--- src/rtl/spm_ex_dma.sv ---
// Burst initiator for the scratchpad external port: streams writes into one bank
// group, or reads consecutive words back through a small return FIFO.
module spm_ex_dma #(
  parameter int A_W        = 8,
  parameter int D_W        = 32,
  parameter int RD_LAT     = 1,
  parameter int FIFO_DEPTH = RD_LAT + 2
) (
  input  logic             clk,
  input  logic             rst_n,
  input  logic [1:0]       park_bg,
  input  logic             cmd_valid,
  output logic             cmd_ready,
  input  logic             cmd_dir,
  input  logic [1:0]       cmd_bg,
  input  logic [A_W-1:0]   cmd_addr,
  input  logic [A_W:0]     cmd_len,
  input  logic [D_W-1:0]   wr_data,
  input  logic             wr_valid,
  output logic             wr_ready,
  output logic [D_W-1:0]   rd_data,
  output logic             rd_valid,
  input  logic             rd_ready,
  output logic             rd_last,
  output logic             done,
  output logic [A_W+35:0]  ex_in_bus,
  input  logic [D_W-1:0]   ex_out_bus
);
  localparam int CW = $clog2(FIFO_DEPTH + RD_LAT + 2) + 1;
  localparam int PW = (FIFO_DEPTH > 1) ? $clog2(FIFO_DEPTH) : 1;

  typedef enum logic [2:0] {IDLE, WRITE, READ, DRAIN, FIN} state_e;

  state_e          state_q, state_d;
  logic [1:0]      bg_q, bg_d;
  logic [A_W-1:0]  cur_q, cur_d;
  logic [A_W:0]    rem_q, rem_d;
  logic [A_W:0]    prem_q, prem_d;
  logic            was_rd_q, was_rd_d;
  logic            done_q, done_d;
  logic [1:0]      wsel_q, wsel_d, rsel_q, rsel_d;
  logic [A_W-1:0]  addr_q, addr_d;
  logic [31:0]     data_q, data_d;
  logic [RD_LAT:0] vld_pipe_q, vld_pipe_d;
  logic [PW-1:0]   wp_q, wp_d, rp_q, rp_d;
  logic [CW-1:0]   cnt_q, cnt_d, inflight;
  logic [D_W:0]    mem_q [FIFO_DEPTH];
  logic            push, pop, beat, iss, drain_exit;

  always_comb begin
    inflight = '0;
    for (int i = 0; i <= RD_LAT; i++) inflight = inflight + CW'(vld_pipe_q[i]);
  end

  assign push       = vld_pipe_q[RD_LAT];
  assign rd_valid   = (cnt_q != '0);
  assign pop        = rd_valid && rd_ready;
  assign cmd_ready  = (state_q == IDLE);
  assign wr_ready   = (state_q == WRITE) && (rem_q != '0);
  assign beat       = wr_valid && wr_ready;
  // A pop this cycle frees a slot, so it counts as credit for a new issue.
  assign iss        = (state_q == READ) && (rem_q != '0) &&
                      ((cnt_q + inflight) < (CW'(FIFO_DEPTH) + CW'(pop)));
  assign drain_exit = (state_q == DRAIN) && (inflight == '0) && (cnt_q == CW'(1)) && pop;

  assign rd_data   = mem_q[rp_q][D_W-1:0];
  assign rd_last   = rd_valid && mem_q[rp_q][D_W];
  assign done      = done_q;
  assign ex_in_bus = {wsel_q, rsel_q, addr_q, data_q};

  always_comb begin
    state_d    = state_q;
    bg_d       = bg_q;
    cur_d      = cur_q;
    rem_d      = rem_q;
    prem_d     = prem_q;
    was_rd_d   = was_rd_q;
    done_d     = 1'b0;
    wsel_d     = park_bg;
    rsel_d     = rsel_q;
    addr_d     = addr_q;
    data_d     = data_q;
    vld_pipe_d = {vld_pipe_q[RD_LAT-1:0], iss};
    wp_d       = wp_q;
    rp_d       = rp_q;
    cnt_d      = cnt_q + CW'(push) - CW'(pop);
    case (state_q)
      IDLE: if (cmd_valid) begin
        bg_d     = cmd_bg;
        cur_d    = cmd_addr;
        rem_d    = cmd_len;
        prem_d   = cmd_len;
        was_rd_d = cmd_dir && (cmd_len != '0);
        if (cmd_len == '0) state_d = FIN;
        else if (cmd_dir) begin
          state_d = READ;
          rsel_d  = cmd_bg;
        end else state_d = WRITE;
      end
      WRITE: if (beat) begin
        wsel_d = bg_q;
        addr_d = cur_q;
        data_d = 32'(wr_data);
        cur_d  = cur_q + A_W'(1);
        rem_d  = rem_q - (A_W+1)'(1);
        if (rem_q == (A_W+1)'(1)) state_d = FIN;
      end
      READ: if (iss) begin
        addr_d = cur_q;
        cur_d  = cur_q + A_W'(1);
        rem_d  = rem_q - (A_W+1)'(1);
        if (rem_q == (A_W+1)'(1)) state_d = DRAIN;
      end
      DRAIN: if (drain_exit) begin
        state_d = FIN;
        done_d  = 1'b1;
      end
      FIN: begin
        // Read bursts already pulsed done on the final pop.
        done_d  = !was_rd_q;
        state_d = IDLE;
      end
      default: state_d = IDLE;
    endcase
    if (push) begin
      wp_d   = (wp_q == PW'(FIFO_DEPTH-1)) ? '0 : wp_q + PW'(1);
      prem_d = prem_q - (A_W+1)'(1);
    end
    if (pop) rp_d = (rp_q == PW'(FIFO_DEPTH-1)) ? '0 : rp_q + PW'(1);
  end

  always_ff @(posedge clk or negedge rst_n) begin
    if (!rst_n) begin
      state_q    <= IDLE;
      bg_q       <= '0;
      cur_q      <= '0;
      rem_q      <= '0;
      prem_q     <= '0;
      was_rd_q   <= 1'b0;
      done_q     <= 1'b0;
      wsel_q     <= '0;
      rsel_q     <= '0;
      addr_q     <= '0;
      data_q     <= '0;
      vld_pipe_q <= '0;
      wp_q       <= '0;
      rp_q       <= '0;
      cnt_q      <= '0;
    end else begin
      state_q    <= state_d;
      bg_q       <= bg_d;
      cur_q      <= cur_d;
      rem_q      <= rem_d;
      prem_q     <= prem_d;
      was_rd_q   <= was_rd_d;
      done_q     <= done_d;
      wsel_q     <= wsel_d;
      rsel_q     <= rsel_d;
      addr_q     <= addr_d;
      data_q     <= data_d;
      vld_pipe_q <= vld_pipe_d;
      wp_q       <= wp_d;
      rp_q       <= rp_d;
      cnt_q      <= cnt_d;
    end
  end

  // Storage is not reset; occupancy is tracked by cnt_q alone.
  always_ff @(posedge clk) begin
    if (push) mem_q[wp_q] <= {prem_q == (A_W+1)'(1), ex_out_bus};
  end
endmodule
--- config.mk ---
export PLATFORM = sky130hd
export DESIGN_NAME = spm_ex_dma
export DESIGN_NICKNAME = d
export VERILOG_FILES = /design/src/rtl/spm_ex_dma.sv
export SDC_FILE = /design/constraint.sdc
export NUM_CORES = 1
export LEC_CHECK = 0
export ABC_AREA = 0
export BUFFER_PORTS_ARGS = -buffer_cell sky130_fd_sc_hd__buf_2
export CORE_MARGIN = 10
export CORE_UTILIZATION = 55
export CTS_CLUSTER_SIZE = 8
export DETAILED_ROUTE_END_ITERATION = 10
export MAX_ROUTING_LAYER = met4
export PLACE_DENSITY = 0.85
export RECOVER_POWER = 100
export SETUP_SLACK_MARGIN = 0.3
export SLEW_MARGIN = 20
export SYNTH_ARGS = -nofsm -noshare
export SYNTH_HDL_FRONTEND = slang
export SYNTH_SLANG_ARGS = --single-unit
--- constraint.sdc ---
create_clock -name clk -period 4.2 [get_ports clk]
set_input_delay 0.21 -clock clk [delete_from_list [all_inputs] [get_ports clk]]
set_output_delay 0.21 -clock clk [all_outputs]
set_load 0.02 [all_outputs]
==> results.md <==
- Synth async-reset ratio: 0.4677
- Max_cap viols: 6
- Clock slew at reported path FFs: roughly 0.07 ns
- P&R area growth vs syn: 22.20%
- Hold Vio Cnt, Final: 0
- CTS max path bufs: 2
- Worst hold start: wr_data[11]
- Max-slew violations: about 220
- Peak supply drop: between 0.0004 and 0.0005 V
- CTS Buf Count: 17
- Initial antenna violation count: 3
- CTS tree: done
- WP data arrival: approximately 3.8 ns
- Worst setup SP type: flop
- Top cells by count, synth: edfxtp_1 (99), dfrtp_1 (87), nand2_1 (57)
- Largest stage delay, worst path: approximately 1.7 ns
- Fmax: between 200 and 300 MHz
- Cell area after synthesis: 8183 sq um
- WS Path Type: reg2reg
- Die Ht: roughly 140 microns
- #FFs+latches synth: roughly 190
- Compound-Gate Fraction of Synth Area: 0.1040
- Clk sinks: 186
- Fraction of layout cells with a size suffix above 1: 0.1863
- Nets: ~930
- Worst Hold Class: in2reg
- Vias in the first global route: a little over 6000
- Clock Skew: ~0.012 ns
- GRT Total Usage: 0.1984
- Top-count cell post-synth: edfxtp_1
- Area share of xor/xnor cells in the synthesized design: 0.01070
- Rel. slew slack: -0.9168
- FF-to-FF Start: state_q[1]
- Final setup viols: 0
- Initial Util: 0.5630
- WP buf/inv: 0
- Post-Synthesis Mean Instance Area: roughly 13 sq um
- Flop-to-flop setup slack: approximately 0.66 ns
- Mapped Nets: 722
- Final Cell Area: 10000 sq um
- # H-tree levels: 4
- Placer Congestion: between 0.8 and 0.9
- Hold Path Depth: 2
- Die area: about 20000 sq um
- Yosys warning total: 0
- Die width: between 100 and 150 microns
- Status: finished with violations
- Area contributors post-synth: edfxtp_1 (36%), dfrtp_1 (27%), mux2_2 (6.3%)
- I/O pins: around 170
- Final HPWL DP: around 13000 microns
- Via density: around 5.7
- CORE AREA: between 10000 and 15000 sq um
- Cell type with the largest total area after synthesis: edfxtp_1
- Post-synth top area share: 0.3633
- Worst setup EP type: flop
- DP Area: around 9000 sq um
- R2R depth: 5
- Root buf cell: clkbuf_16
- Mapped Cells: a little over 600
- Post-CTS Setup Inserts: 0
- Placed insts: 941
- Post-detailed-route wirelength per cell: 19.37 microns
- Initial DRC count: just over 400
- Vias: between 5000 and 6000
- Power Dens Cells: between 700 and 800 nW/um^2
- RR Endpoint: data_q[10]
- WL final: 19760 microns
- CP Depth: 5
- Main synth FF type: edfxtp_1
- Synth Area in Adders: 0.03089
- Largest family of logic cells by synthesized area: multiplexers
- Fin util: 0.6880
- EDFF count, synth: between 90 and 100
- Clock latency on the worst-skew pair: 0.43 ns
- Distinct cells, synth: 61
- Simple-Gate Fraction of Synth Area: 0.07783
- Post-cts sizing count: 0
- Total gr overflow: 0
- ANT nets after route: 0
- Setup_tns: 0 ns
- DRC errors left: 0
- Crit path from: state_q[1]
- P_leak: around 4 nW
- Violated checks: capacitance limit, slew limit
- Hold WS: ~0.012 ns
- Period utilisation layout: 0.8423
- CP top delay family: simple AND/OR/NAND/NOR gates
- Number of port buffers: 171
- Worst path required time: around 4.5 ns
- Fill cell count: between 1000 and 1500
- RSZ-0062 raised after global routing: false
- Seq/Total Area, Yosys: 0.6294
- Hold EP: data_q[11]
- Rows: 44
- Post-layout min period: 3.538 ns
- Worst-Margin Slew: between 2 and 3 ns
- Fin cells: 1020
- Max stage delay cell, worst path: and2_0
- 1st-pass router iterations: 8
- Largest net degree at the start of global routing: 88
- Mux cell area share after synthesis: 0.1165
- CP cell instances: nor2_1, nand2_1, nor2b_4, and2_0, mux2_2
- Crit-path max FO: 34
- First-pass GRT wire length: a little over 30000 microns
## worst reg2reg max path, delay by kind of cell (launching register included)
kind	cells	cell delay (ns)
and+or+nand+nor	4	2.41
DFF	1	0.50
muxes	1	0.50
## area by class of cell
class | count | area, sq um | share of cell area
Tap cell | 184 | 230.2 | 0.02302
Clock buffer | 19 | 475.5 | 0.04755
Multi-Input combinational cell | 371 | 2741 | 0.2741
Timing Repair Buffer | 219 | 1176 | 0.1176
Clock inverter | 13 | 125.1 | 0.01251
Sequential cell | 186 | 5151 | 0.5151
Antenna cell | 4 | 10.01 | 0.001001
Inverter | 24 | 90.09 | 0.009009
## cell families after synthesis
group,Yosys count
flip-flops,186
AND/OR/NAND/NOR,131
AO/OA/AOI/OAI,123
multiplexers,88
buffers and inverters,55
adder cells (fa/ha/maj),19
XOR/XNOR,10
## flip-flops by register name, indices dropped and copies added (netlist names)
name	count
rem_q	9
vld_pipe_q	2
wsel_q	2
cnt_q	4
bg_q	2
rsel_q	2
addr_q	8
data_q	32
wp_q	2
cur_q	8
mem_q	99
was_rd_q	1
rp_q	2
prem_q	9
state_q	3
done	1
## worst max path at each step
stage                   to  slack [ns]
2_1_floorplan  mem_q[2][0]        0.79
3_3_place_gp      rem_q[1]        0.81
3_5_place_dp     addr_q[6]        0.72
4_1_cts          addr_q[6]        0.68
5_1_grt        mem_q[1][9]        0.46
6_report        data_q[10]        0.66
## cell usage in the layout (no fill, tap or decap), types with 6 or more instances in the layout
cell,synthesis,final
edfxtp_1,99,99
nor2_1,27,29
a221oi_1,6,6
ha_1,17,17
nand2_1,57,57
mux2_2,46,45
dlygate4sd3_1,0,43
dfrtp_1,87,86
inv_1,23,25
mux2i_1,39,39
a211oi_1,7,7
nand3_1,13,13
clkbuf_1,17,112
inv_6,0,6
a2bb2oi_1,8,8
o22ai_1,15,16
clkbuf_16,0,19
buf_2,6,60
a21oi_1,15,15
o21ai_0,42,42
## power by group
part	internal, mW	switching (mW)
Sequential	2.42	0.487
Clock	0.901	0.704
Combinational	1.07	1.62
## layer usage
layer	vias to the layer above	part of all wire	global-route usage
li1	2677	-	-
met1	2815	0.39	0.2231
met2	270	0.50	0.3214
met3	46	0.077	0.06375
met5	-	0	-
met4	0	0.030	0.08230
## timing repair
action	4_1_cts	5_1_grt
setup endpoints to repair	0	0
hold buffers	42	1
hold endpoints to repair	101	87
## metrics by stage
| stage | total power, mW | setup WS, ns |
|---|---|---|
| floorplan | 4.816 | 0.7879 |
| global placement | 5.578 | 0.8130 |
| detailed placement | 5.712 | 0.7164 |
| CTS | 7.355 | 0.6827 |
| global route | 7.607 | 0.4587 |
| finish | 7.204 | 0.6624 |
Note: power is estimated with default switching activity, not from simulation.
